[src/rtl/fpu_issue_ctrl.sv]
// Issue/writeback stage in front of FPU_32: decodes one OP-FP instruction, holds the FPU inputs for the op latency, returns the result.
// Optional feature macro FPU_ISSUE_ILLEGAL_EN: illegal encodings complete with out_illegal=1 instead of being dropped.
module fpu_issue_ctrl #(
  parameter int MUL_LAT = 4,
  parameter int ADD_LAT = 4,
  parameter int DIV_LAT = 30,
  parameter int CNT_W   = 6
) (
  input  logic             clk,
  input  logic             rst,
  input  logic             in_valid,
  output logic             in_ready,
  input  logic [6:0]       op_code,
  input  logic [6:0]       func_code,
  input  logic [31:0]      rs1_val,
  input  logic [31:0]      rs2_val,
  input  logic [4:0]       rd_in,
  output logic [2:0]       fpu_mode,
  output logic [31:0]      fpu_a,
  output logic [31:0]      fpu_b,
  input  logic [31:0]      fpu_result,
  output logic             out_valid,
  input  logic             out_ready,
  output logic [31:0]      out_result,
  output logic [4:0]       rd_out,
  output logic             out_illegal
);

  typedef enum logic [1:0] {IDLE, EXEC, DONE} state_t;

  localparam logic [2:0] MODE_MUL  = 3'b000;
  localparam logic [2:0] MODE_ADD  = 3'b001;
  localparam logic [2:0] MODE_SUB  = 3'b010;
  localparam logic [2:0] MODE_DIV  = 3'b011;
  localparam logic [2:0] MODE_IDLE = 3'b111;

  state_t           state;
  logic [CNT_W-1:0] cnt;

  logic             dec_legal;
  logic [2:0]       dec_mode;
  logic [CNT_W-1:0] dec_lat;

  always_comb begin
    dec_legal = 1'b0;
    dec_mode  = MODE_IDLE;
    dec_lat   = '0;
    if (op_code == 7'b1010011) begin
      case (func_code)
        7'b0000000: begin dec_legal = 1'b1; dec_mode = MODE_ADD; dec_lat = CNT_W'(ADD_LAT); end
        7'b0000100: begin dec_legal = 1'b1; dec_mode = MODE_SUB; dec_lat = CNT_W'(ADD_LAT); end
        7'b0001000: begin dec_legal = 1'b1; dec_mode = MODE_MUL; dec_lat = CNT_W'(MUL_LAT); end
        7'b0001100: begin dec_legal = 1'b1; dec_mode = MODE_DIV; dec_lat = CNT_W'(DIV_LAT); end
        default:    ;
      endcase
    end
  end

  always_ff @(posedge clk or posedge rst) begin
    if (rst) begin
      state       <= IDLE;
      cnt         <= '0;
      in_ready    <= 1'b1;
      fpu_mode    <= MODE_IDLE;
      fpu_a       <= '0;
      fpu_b       <= '0;
      out_valid   <= 1'b0;
      out_result  <= '0;
      rd_out      <= '0;
      out_illegal <= 1'b0;
    end else begin
      case (state)
        IDLE: begin
          if (in_valid) begin
            if (dec_legal) begin
              fpu_mode    <= dec_mode;
              fpu_a       <= rs1_val;
              fpu_b       <= rs2_val;
              rd_out      <= rd_in;
              cnt         <= dec_lat;
              out_illegal <= 1'b0;
              in_ready    <= 1'b0;
              state       <= EXEC;
            end else begin
`ifdef FPU_ISSUE_ILLEGAL_EN
              rd_out      <= rd_in;
              out_result  <= '0;
              out_illegal <= 1'b1;
              out_valid   <= 1'b1;
              in_ready    <= 1'b0;
              state       <= DONE;
`endif
            end
          end
        end
        EXEC: begin
          // FPU inputs stay frozen here; only the counter moves.
          if (cnt == CNT_W'(1)) begin
            out_result <= fpu_result;
            out_valid  <= 1'b1;
            fpu_mode   <= MODE_IDLE;
            state      <= DONE;
          end else begin
            cnt <= cnt - CNT_W'(1);
          end
        end
        DONE: begin
          if (out_ready) begin
            out_valid <= 1'b0;
            in_ready  <= 1'b1;
            state     <= IDLE;
          end
        end
        default: state <= IDLE;
      endcase
    end
  end

endmodule

[config.mk]
export PLATFORM = sky130hd
export DESIGN_NAME = fpu_issue_ctrl
export DESIGN_NICKNAME = d
export VERILOG_FILES = /design/src/rtl/fpu_issue_ctrl.sv
export SDC_FILE = /design/constraint.sdc
export NUM_CORES = 1
export LEC_CHECK = 0
export ABC_AREA = 0
export CAP_MARGIN = 40
export CORE_ASPECT_RATIO = 1.25
export CORE_UTILIZATION = 40
export DETAILED_ROUTE_END_ITERATION = 16
export PLACE_DENSITY = 0.79
export SKIP_LAST_GASP = 1
export SLEW_MARGIN = 10
export SYNTH_ARGS = -nofsm -noshare
export SYNTH_HDL_FRONTEND = slang
export SYNTH_SLANG_ARGS = --single-unit
[constraint.sdc]
create_clock -name clk -period 6.1 [get_ports clk]
set_input_delay 1.22 -clock clk [delete_from_list [all_inputs] [get_ports clk]]
set_output_delay 1.22 -clock clk [all_outputs]
set_load 0.01 [all_outputs]
Word level (Yosys, flattened, before mapping). Index checks and enable logic that the tools add are counted.

Add/sub/neg operators: 1. Equality and inequality tests: 12. Multiplexer cells: 26. Reductions and logical operators: 14.

Operators by type and width (count): two-way mux 6 bit (3); AND reduction 4 bit (4); == test 7 x 4 -> 1 bit (second input constant) (2); two-way mux 3 bit (4); one-hot mux 3 bit (4 select lines) (1); one-hot mux 6 bit (2 select lines) (1); != test 2 bit (second input constant) (5); one-hot mux 5 bit (2 select lines) (1); two-way mux 2 bit (4); == test 7 x 3 -> 1 bit (second input constant) (1); == test 7 bit (second input constant) (1); logical NOT 7 bit (1); two-way mux 1 bit (7); == test 6 x 1 -> 1 bit (second input constant) (1); one-hot mux 2 bit (3 select lines) (1); one-hot mux 3 bit (2 select lines) (1); AND reduction 3 bit (2); nonzero test 2 bit (3); subtractor 6 x 1 -> 6 bit (second input constant) (1); two-way mux 5 bit (1); one-hot mux 1 bit (2 select lines) (2); OR reduction 4 bit (1); OR reduction 3 bit (1); == test 2 x 1 -> 1 bit (second input constant) (1); other kinds (3) (3).

Register bits: 114. Bits of input ports: 119. Output and inout port bits: 107. Word-level logic and storage cells: 62.

Longest topological paths before layout.
Depth in word-level cells: 7. Depth in mapped cells: 7. Depth with buffers taken out: 6.

Worst setup path after synthesis. No wires, ideal clock.

Path kind: input-to-reg. Start: input func_code[5]. End: register cnt[1]. Setup time: 0.128 ns. Arrival: 2.751 ns. Required time: 5.972 ns. Setup slack: 3.221 ns. Cell stages on the path: 4. Buffers on the path: 0. Path through: or4b_4 -> or4_4 -> nand2_2 -> mux2_1.

Cells in the longest elaborated chain, start to end: 7. Elaborated cells between the ends (all ways): 15. Those cells by class: eq/ne (4); mux (7); reduce/logical (4).

RTL lines: from (decl) (RTL line 14) `input logic [6:0] func_code,`; == test 7 x 4 -> 1 bit, or another cell as far along (RTL line 49) `case (func_code)`; OR reduction 3 bit (no line); one-hot mux 5 bit (2 select lines) (RTL line 49); two-way mux 5 bit (RTL line 48) `if (op_code == 7'b1010011) begin`; two-way mux 6 bit (RTL line 75) `if (dec_legal) begin`; two-way mux 6 bit (RTL line 74) `if (in_valid) begin`; one-hot mux 6 bit (2 select lines) (RTL line 72) `case (state)`; to (signal assigned) (RTL line 80) `cnt <= dec_lat;`; to (signal assigned) (RTL line 104) `cnt <= cnt - CNT_W'(1);`; to (decl) (RTL line 38) `logic [CNT_W-1:0] cnt;`.

Parallel ways exist; a longest one is shown, timed or not. The select of a mux whose other input is x is not followed. A chain may end at the register's enable or synchronous reset.

Worst setup path after layout. Same ends and word-level chain as after synthesis.

==> out/summary.txt <==
DRC viols -> 0
Netlist cell types -> 37
top-area cell type share of the netlist area -> 60.5%
final wirelength -> 12.2 mm
Core ar. -> 11100 um2
top cells by area, synth -> dfrtp_1 60%, nand2_1 18%, mux2_2 7.9%
run status -> finished, final reports clean
startpoint types -> input port
P_sw -> 378 uW
Setup-failing EPs final -> 0
DR WL/cell -> 15.1 um
clock slew seen by the registers of the worst setup and hold paths -> 0.05 ns
Design Area, Final -> 7490 um2
number of DRC markers in iteration 0 -> 149
pwr/cell area -> 260 nW/um2
switching share of power -> 19.4%
area of the die -> 11800 um2
die width -> 97.4 um
Gate power share -> 8.0%
Cells after Synth -> 435
Ports -> 226
RD Place Congestion -> 0.847
Crit Path Class -> in2reg
pin count of the biggest net entering global routing -> 75
unrepaired setup endpoints after global routing -> false
r2r setup slk -> 3.60 ns
drt via density -> 4.84
floorplan row count -> 43
TritonCTS buffer count -> 17
initial antenna violation count -> 0
Finished Layout Cells -> 809
CP endpoint kind -> register
# port buffers -> 224
hold depth -> 2
First-pass DRT Iterations -> 4
measured slew at the worst slew-check pin -> 0.772 ns
routing usage on met2 -> 37.3%
number of max-cap violations -> 0
layout cells sized above 1 -> 11.3%
clock tree buffer depth -> 2
crit path max fanout -> 74
Worst slew margin -> 48.5%
GRT Resource Usage Total -> 20.7%
placed instance area -> 6860 um2
placed cell count -> 779
DP HPWL -> 8.85 mm
max-slew violation count -> 0
Internal Pwr Total -> 1.57 mW
HP Start -> in_ready
Max VDD drop -> 0.198 mV
TNS Setup -> 0 ns
Post-CTS Resized -> 0
Clk pwr share -> 51.4%
Fillers -> 853
Area Overhead vs Synth -> 64.5%
Post-CTS Hold Fix Bufs -> 0
Final Util -> 67.6%
Die Ht -> 121 um
# diodes -> 0
worst endpoint required time -> 6.37 ns
Leak Pwr -> 3.55 nW
#FFs+latches synth -> 114
Hold EP -> in_ready
post-synth top area cell -> dfrtp_1
CTS Sinks -> 114
Seq/Total Area, Yosys -> 62.8%
vias in the first global route -> 3986
Hold WS -> 0.458 ns
R2R depth -> 4
GRT overflow -> 0
Layout Nets -> 785
CTS tree -> yes
Tcrit/Tclk final -> 56.0%
Top Usage Layer GRT -> met2
final hold violations -> 0
Post CTS Setup Buffer Count -> 0
met3 usage -> 5.18%
post-route ant nets -> 0
Mapped Area -> 4550 um2
htree depth -> 4
Setup Skew -> 0.00943 ns
Sequential Power Share -> 40.6%
Worst Hold Class -> reg2reg
Mean Syn Cell Area -> 10.5 um2
Max Clk Rate -> 293 MHz
Worst-Skew Late Latency -> 0.40 ns
root buffer cell -> clkbuf_16
first-pass GRT wire length -> 19.1 mm
Reg2Reg Capture Point -> cnt[1]
Final Critical Period -> 3.42 ns
Yosys warnings -> 0
Initial Util -> 41.1%
FF-to-FF Start -> state[0]
data arrival time of the worst path -> 3.69 ns
net count after synthesis -> 556
routing usage on met1 -> 23.7%
via count -> 3916
cell usage in the layout, fill, tap and decap left out, drive strengths merged, types with 2 or more instances in the layout:
cell type      instances
a21oi                  2
a22o                   3
buf                    5
bufinv                 3
clkbuf                24
clkdlybuf4s50        224
clkinv                 2
dfrtp                110
dfstp                  4
ha                     2
inv                    4
mux2                  33
nand2                215
nand2b                 3
nand3                  3
nor2                   2
nor2b                  2
nor3                   4
nor4                   2
o21ai                  8
o22ai                  4
or4                    3
cells in the mapped netlist:
cell       instances
nand2_1          214
dfrtp_1          110
mux2_2            32
buf_6              8
buf_2              7
o21ai_0            7
dfstp_2            4
inv_1              4
nor3_1             4
o22ai_1            4
a22o_1             3
clkbuf_1           3
nand2b_1           3
nand3_1            3
a21oi_1            2
ha_1               2
nor2_1             2
nor2b_1            2
nor4_2             2
or4_4              2
a21o_1             1
a2bb2oi_1          1
a32o_1             1
buf_4              1
conb_1             1
mux2_1             1
nand2_2            1
nand3b_1           1
nand4_1            1
nand4b_1           1
o21ai_1            1
o22a_1             1
or3_1              1
or3b_2             1
or4_1              1
or4b_4             1
xor2_1             1
routing by layer:
metal	wire length [um]	vias to the layer above	part of all wire, %
met1	4650	1872	38
met2	6690	169	55
li1	-	1855	-
met3	631	20	5.2
met4	244	0	2.0
met5	0	-	0
power groups by stage:
stage / Combinational (mW) / Clock [mW] / Sequential [mW]
2_1_floorplan: 0.0363 / 0 / 0.806
3_3_place_gp: 0.153 / 0 / 0.800
3_5_place_dp: 0.156 / 0 / 0.801
4_1_cts: 0.157 / 1.03 / 0.789
5_1_grt: 0.169 / 1.05 / 0.791
6_report: 0.157 / 1.00 / 0.790
critical path, cell delays in order:
cell and delay (ns):
clkdlybuf4s50_1 0.40, or4b_4 0.58, or4_4 0.90, nand2_2 0.25
mux2_1 0.34
worst max-delay path by stage:
stage / cells after the start / slack, ns / start / to
floorplan: 1 / 1.87 / rst / cnt[0]
global placement: 5 / 2.28 / func_code[5] / cnt[1]
detailed placement: 5 / 2.24 / func_code[5] / cnt[1]
CTS: 5 / 2.67 / func_code[5] / cnt[1]
global route: 5 / 2.62 / func_code[5] / cnt[1]
finish: 5 / 2.68 / func_code[5] / cnt[1]
layout make-up:
| type | instances | area, um2 | share of cell area (%) |
|---|---|---|---|
| inverters | 4 | 17.5 | 0.234 |
| well taps | 135 | 169 | 2.26 |
| repair buffers | 229 | 2300 | 30.7 |
| clock inverters | 5 | 100 | 1.34 |
| flip-flops and latches | 114 | 2860 | 38.2 |
| multi-input cells | 298 | 1540 | 20.6 |
| clock buffers | 24 | 502 | 6.70 |
cell families (layout without fill, tap and decap cells):
| logic type | count (synthesis) | after routing | share of synthesized area, % |
|---|---|---|---|
| simple gates | 240 | 240 | 21.7 |
| flops | 114 | 114 | 62.8 |
| mux | 33 | 33 | 8.16 |
| buf+inv | 23 | 262 | 3.49 |
| compound gates | 21 | 21 | 3.00 |
| fa+ha+maj | 2 | 2 | 0.550 |
| other cells | 1 | 1 | 0.0824 |
| xor+xnor | 1 | 1 | 0.192 |
state kept, by name (all words and copies together), names as in the netlist:
| name | flops |
|---|---|
| cnt | 6 |
| out_result | 32 |
| out_valid | 1 |
| rd_out | 5 |
| state | 2 |
| in_ready | 1 |
| fpu_mode | 3 |
| fpu_b | 32 |
| fpu_a | 32 |
per-stage QoR:
| step | setup slack, ns | power [mW] |
|---|---|---|
| floorplan | 1.87 | 0.842 |
| global placement | 2.28 | 0.953 |
| detailed placement | 2.24 | 0.957 |
| CTS | 2.67 | 1.97 |
| global route | 2.62 | 2.01 |
| finish | 2.68 | 1.95 |
Note: power is estimated with default switching activity, not from simulation.
